$ cat config.mk
export PLATFORM = sky130hd
export DESIGN_NAME = counter_seq
export DESIGN_NICKNAME = d
export VERILOG_FILES = /design/src/rtl/counter_seq.sv
export SDC_FILE = /design/constraint.sdc
export NUM_CORES = 1
export LEC_CHECK = 0
export CELL_PAD_IN_SITES_DETAIL_PLACEMENT = 1
export CELL_PAD_IN_SITES_GLOBAL_PLACEMENT = 1
export CORE_AREA = 2 2 130 81
export CTS_CLUSTER_DIAMETER = 50
export DETAILED_ROUTE_END_ITERATION = 8
export DIE_AREA = 0 0 132 83
export PLACE_DENSITY = 0.91
export SYNTH_ARGS = -nofsm -noshare
export SYNTH_HDL_FRONTEND = slang
export SYNTH_SLANG_ARGS = --single-unit
export TNS_END_PERCENT = 1
$ cat constraint.sdc
create_clock -name clk -period 4 [get_ports clk]
set_input_delay 0.6 -clock clk [delete_from_list [all_inputs] [get_ports clk]]
set_output_delay 0.6 -clock clk [all_outputs]
set_load 0.1 [all_outputs]
$ cat src/rtl/counter_seq.sv
// counter_seq: programmable start/end/step counter with prescaler, pause,
// one-shot or auto-reload sequencing, and a status readback byte.
//
// Ports
//   clk      : clock, all state on rising edge
//   rst_n    : asynchronous active-low reset
//   ena      : design enable; all registers hold while low
//   ui_in    : [0] cfg_we  [2:1] cfg_sel (00 start, 01 end, 10 step, 11 prescale)
//              [3] go (rising edge)  [4] halt  [5] mode (1 = auto-reload)
//              [6] dir (1 = down)    [7] out_sel (1 = status byte)
//   uio_in   : configuration write data
//   uo_out   : count, or {state, done_flag, reload_cnt} when out_sel=1
//   uio_out  : constant 0
//   uio_oe   : constant 0 (uio used as input only)
module counter_seq (
  input  logic       clk,
  input  logic       rst_n,
  input  logic       ena,
  input  logic [7:0] ui_in,
  input  logic [7:0] uio_in,
  output logic [7:0] uo_out,
  output logic [7:0] uio_out,
  output logic [7:0] uio_oe
);

  localparam logic [2:0] S_IDLE  = 3'd0;
  localparam logic [2:0] S_LOAD  = 3'd1;
  localparam logic [2:0] S_RUN   = 3'd2;
  localparam logic [2:0] S_PAUSE = 3'd3;
  localparam logic [2:0] S_DONE  = 3'd4;

  localparam logic [1:0] SEL_START = 2'd0;
  localparam logic [1:0] SEL_END   = 2'd1;
  localparam logic [1:0] SEL_STEP  = 2'd2;
  localparam logic [1:0] SEL_PRE   = 2'd3;

  // control decode
  logic       w_cfg_we, w_go_lvl, w_halt, w_mode, w_dir, w_out_sel;
  logic [1:0] w_cfg_sel;
  assign w_cfg_we  = ui_in[0];
  assign w_cfg_sel = ui_in[2:1];
  assign w_go_lvl  = ui_in[3];
  assign w_halt    = ui_in[4];
  assign w_mode    = ui_in[5];
  assign w_dir     = ui_in[6];
  assign w_out_sel = ui_in[7];

  // state
  logic [2:0] r_state;
  logic [7:0] r_count, r_pc;
  logic [7:0] r_start, r_end, r_step, r_pre;
  logic       r_done;
  logic [3:0] r_reload;
  logic       r_go_prev;
  // r_go_arm is cleared by reset and set once go has been seen low, so a go
  // level held high across reset release cannot masquerade as a fresh edge.
  logic       r_go_arm;

  logic       w_go;
  logic [7:0] w_eff_step, w_dist, w_next_count;
  logic       w_last;

  assign w_go         = w_go_lvl & ~r_go_prev & r_go_arm;
  assign w_eff_step   = (r_step == 8'd0) ? 8'd1 : r_step;
  // distance remaining toward end in the current direction, modulo 256
  assign w_dist       = w_dir ? (r_count - r_end) : (r_end - r_count);
  assign w_last       = (w_dist <= w_eff_step);
  assign w_next_count = w_dir ? (r_count - w_eff_step) : (r_count + w_eff_step);

  // configuration registers, writable in any state
  always_ff @(posedge clk or negedge rst_n) begin
    if (!rst_n) begin
      r_start <= 8'h00;
      r_end   <= 8'hFF;
      r_step  <= 8'h01;
      r_pre   <= 8'h00;
    end else if (ena && w_cfg_we) begin
      case (w_cfg_sel)
        SEL_START: r_start <= uio_in;
        SEL_END:   r_end   <= uio_in;
        SEL_STEP:  r_step  <= uio_in;
        SEL_PRE:   r_pre   <= uio_in;
        default:   r_pre   <= uio_in;
      endcase
    end
  end

  // go edge tracking
  always_ff @(posedge clk or negedge rst_n) begin
    if (!rst_n) begin
      r_go_prev <= 1'b0;
      r_go_arm  <= 1'b0;
    end else if (ena) begin
      r_go_prev <= w_go_lvl;
      if (!w_go_lvl) r_go_arm <= 1'b1;
    end
  end

  // sequencer
  always_ff @(posedge clk or negedge rst_n) begin
    if (!rst_n) begin
      r_state  <= S_IDLE;
      r_count  <= 8'h00;
      r_pc     <= 8'h00;
      r_done   <= 1'b0;
      r_reload <= 4'h0;
    end else if (ena) begin
      case (r_state)
        S_IDLE: begin
          if (w_go) begin
            r_state <= S_LOAD;
            r_done  <= 1'b0;
          end
        end
        S_LOAD: begin
          r_count <= r_start;
          r_pc    <= 8'h00;
          if (r_start == r_end) begin
            r_state <= S_DONE;
            r_done  <= 1'b1;
          end else begin
            r_state <= S_RUN;
          end
        end
        S_RUN: begin
          if (w_halt) begin
            r_state <= S_PAUSE;
          end else if (r_pc == r_pre) begin
            r_pc <= 8'h00;
            if (w_last) begin
              r_count <= r_end;
              r_state <= S_DONE;
              r_done  <= 1'b1;
            end else begin
              r_count <= w_next_count;
            end
          end else begin
            r_pc <= r_pc + 8'd1;
          end
        end
        S_PAUSE: begin
          if (!w_halt) r_state <= S_RUN;
        end
        S_DONE: begin
          r_done <= 1'b1;
          // an explicit go restarts cleanly; otherwise auto-reload loops
          if (w_go) begin
            r_state <= S_LOAD;
            r_done  <= 1'b0;
          end else if (w_mode) begin
            r_reload <= r_reload + 4'd1;
            r_state  <= S_LOAD;
          end
        end
        default: r_state <= S_IDLE;
      endcase
    end
  end

  assign uo_out  = w_out_sel ? {r_state, r_done, r_reload} : r_count;
  assign uio_out = 8'h00;
  assign uio_oe  = 8'h00;

endmodule
==> run_results.csv <==
group,metric,value,unit
clock_network,clock_sinks,58,
timing,skew,0.01083,ns
drt,detail-route-antenna-nets,0,
setup_path,timing.rr.start,"r_end[0]",
timing,finalCritPeriodShare,95.61,%
global_routing,grt_pass1_vias,3745,
placement,dp_cells,606,
setup_path,critPathTopFamily,"compound AO/OA/AOI/OAI gates",
drt,dr.pass1.iters,5,
floorplanning,core_area,9704,sq um
floorplanning,die-area,10960,sq um
timing,worst_slack,0.1758,ns
drt,routed_via_density,5.616,
layout,n_fill_cell,1120,
drt,drc,0,
drt,wl_per_cell,20.26,um
layout,mostFrequentLayoutCells,"dfrtp_1 (49), mux2_2 (43), inv_1 (34)",
synthesis,ys.flop_type,"dfrtp_1",
floorplanning,die_x,132,um
power_and_ir_drop,power.density,861.9,nW/um^2
run_status,outcome,"complete, no violations",
layout,drive_gt1_share,20.53,%
drt,vias,3493,
floorplanning,initial_core_util,44.57,%
floorplanning,die_h,83,um
timing,tns,0,ns
timing,hold_viol,0,
power_and_ir_drop,vdd_ir_drop_max,0.0004210,V
layout,syn2layout_area_growth,14.69,%
clock_network,cts_tree,"built",
layout,layout_commonest_cell,"dfrtp_1",
setup_path,cp-end-kind,"flop",
global_routing,grt_util_all_layers,23.95,%
clock_network,cts_setup_buffers,0,
layout,final_cells,622,
placement,io_buffer_count,26,
min_path,hold_path_class,"in -> async",
layout,nets,536,
placement,finalWeightedCongestion,0.9772,
setup_path,crit_required,4.24,ns
placement,dp_hpwl,9872,um
global_routing,grt-ovfl-total,0,
synthesis,syn-instance-count,446,
setup_path,critical_path_class,"reg -> reg",
timing,tightest_slew,1.030,ns
placement,placed_area,4692,sq um
floorplanning,core.rowCount,28,
synthesis,synth_seq_cells,58,
timing,slew_viol_final,0,
setup_path,cpPeakStageDelay,0.57,ns
layout,diodes,0,
setup_path,cp_cell_sequence,"inv_1 > ha_1 > fa_1 > nor2b_1 > o21ai_0 > or3b_1 > a31oi_1 > o21ai_1 > xnor2_1 > ha_1 > a21oi_1 > o22ai_2 > o31a_1 > a21o_1 > a21o_1 > o31ai_2",
setup_path,r2r_slack,0.18,ns
setup_path,crit_arrival,4.06,ns
setup_path,cpMaxStageDelayCell,"dfstp_2",
clock_network,clkTransAtPathRegs,0.05,ns
layout,fin_area,4961,sq um
clock_network,root_buffer,"clkbuf_16",
power_and_ir_drop,p_leak,2.252,nW
setup_path,reg2reg_to,"r_state[2]",
synthesis,synth_edf_count,0,
synthesis,synth_seq_area_share,33.82,%
setup_path,start_kind,"flop",
global_routing,grt_pass1_wl,20380,um
timing,hold_ws,0.3278,ns
timing,post-route-min-period,3.824,ns
setup_path,worstPathMaxFanout,6,
placement,dp_slack,-0.1220,ns
global_routing,grt_start_max_net_pins,31,
synthesis,yosysWarnings,0,
synthesis,ys_types,66,
clock_network,htree_levels,3,
floorplanning,io_pins,43,
clock_network,clock_path_buffers,2,
synthesis,synthArstFlopShare,100.0,%
timing,setup_viol,0,
setup_path,worst-path-buf-inv,1,
job,cap_violations,0,
timing,fmax,261.5,MHz
clock_network,cts-buffers-inserted,9,
global_routing,antenna_found_initial,0,
timing,relSlewSlack,31.21,%
drt,routed_wirelength,12600,um
clock_network,clk_latency,0.33,ns
timing,rsz0062_at_grt,"no",
drt,drtIter0Drc,185,
synthesis,netlist_area,4325,sq um
synthesis,synth.avg_cell_area,9.698,sq um
setup_path,worst_r2r_path_depth,16,
[state kept, by name, summed over array words and instances (netlist names)]
name and cells:
r_start 8, r_count 8, r_go_arm 1, r_done 1, r_step 8, r_reload 4, r_pre 8, r_state 3
r_end 8, r_pc 8, r_go_prev 1
[cell families (layout without fill, tap and decap cells)]
family | count (synthesis) | in the layout | synth area share (%)
AOI/OAI and AO/OA | 88 | 88 | 13.91
xor gates and xnor gates | 37 | 37 | 7.492
adders and majority gates | 35 | 35 | 10.65
buffers and inverters | 61 | 87 | 7.029
DFF | 58 | 58 | 33.82
muxes | 49 | 49 | 12.58
other | 1 | 16 | 0.08670
and+or+nand+nor | 117 | 117 | 14.43
[synthesized netlist by cell type, types with 3 or more instances]
master / number / area [sq um]
dfstp_2: 9 / 236.5
nor4_1: 4 / 25.02
a21o_1: 5 / 37.54
dfrtp_1: 49 / 1226
mux2i_1: 6 / 60.06
o21ai_0: 28 / 140.1
fa_1: 3 / 60.06
xor2_1: 25 / 219.0
nor3_1: 8 / 40.04
inv_1: 34 / 127.6
clkbuf_1: 5 / 18.77
nand3_1: 9 / 45.04
mux2_2: 43 / 484.2
nand2_1: 23 / 86.33
ha_1: 32 / 400.4
nand4_1: 5 / 31.28
buf_4: 17 / 127.6
nor2b_1: 11 / 68.82
and3_1: 6 / 37.54
nor2_1: 28 / 105.1
a21oi_1: 10 / 50.05
nand2b_1: 4 / 25.02
a31oi_1: 10 / 62.56
o31ai_1: 3 / 22.52
buf_2: 3 / 15.01
o21a_1: 4 / 30.03
xnor2_1: 12 / 105.1
[through the flow]
| stage | power, mW | util (%) |
|---|---|---|
| 2_1_floorplan | 2.765 | - |
| 3_3_place_gp | 3.354 | 48.35 |
| 3_5_place_dp | 3.512 | 48.35 |
| 4_1_cts | 4.235 | 51.07 |
| 5_1_grt | 4.575 | 51.12 |
| 6_report | 4.276 | 51.12 |
[layer usage]
layer | wire length, um | share of wire, % | up-vias | GRT usage (%)
met5 | 0 | 0 | - | 0
met4 | 193 | 1.5 | 0 | 6.522
met3 | 657 | 5.2 | 23 | 5.983
met2 | 5701 | 45 | 110 | 37.07
met1 | 6049 | 48 | 1747 | 33.37
li1 | - | - | 1613 | -
[cell type report]
type | count | area [sq um] | area share [%]
clock inverters | 6 | 35.03 | 0.7062
clock buffers | 10 | 229.0 | 4.615
flip-flops and latches | 58 | 1463 | 29.48
multi-input cells | 342 | 2620 | 52.81
inverters | 34 | 127.6 | 2.573
well taps | 135 | 168.9 | 3.405
repair buffers | 37 | 317.8 | 6.406
[report_power, final]
group | internal, mW | total, mW | switching [mW]
Sequential | 0.755 | 0.972 | 0.217
Combinational | 1.03 | 2.62 | 1.59
Clock | 0.413 | 0.683 | 0.270
Total | 2.20 | 4.28 | 2.08
[worst max path at each step]
stage,slack (ns),cells past startpoint,end,start
after detailed placement,-0.12,12,r_count[6],ui_in[6]
after CTS,0.07,14,r_count[6],r_end[1]
after global routing,0.02,16,r_state[2],r_end[0]
after floorplan,0.45,15,r_count[4],r_count[1]
after global placement,0.02,12,r_count[3],ui_in[6]
final,0.18,16,r_state[2],r_end[0]
[what timing repair did]
item	CTS	global route
hold buffers	0	0
gates resized for setup	0	3
setup endpoints to repair	0	11
(Power assumes the default switching activity.)
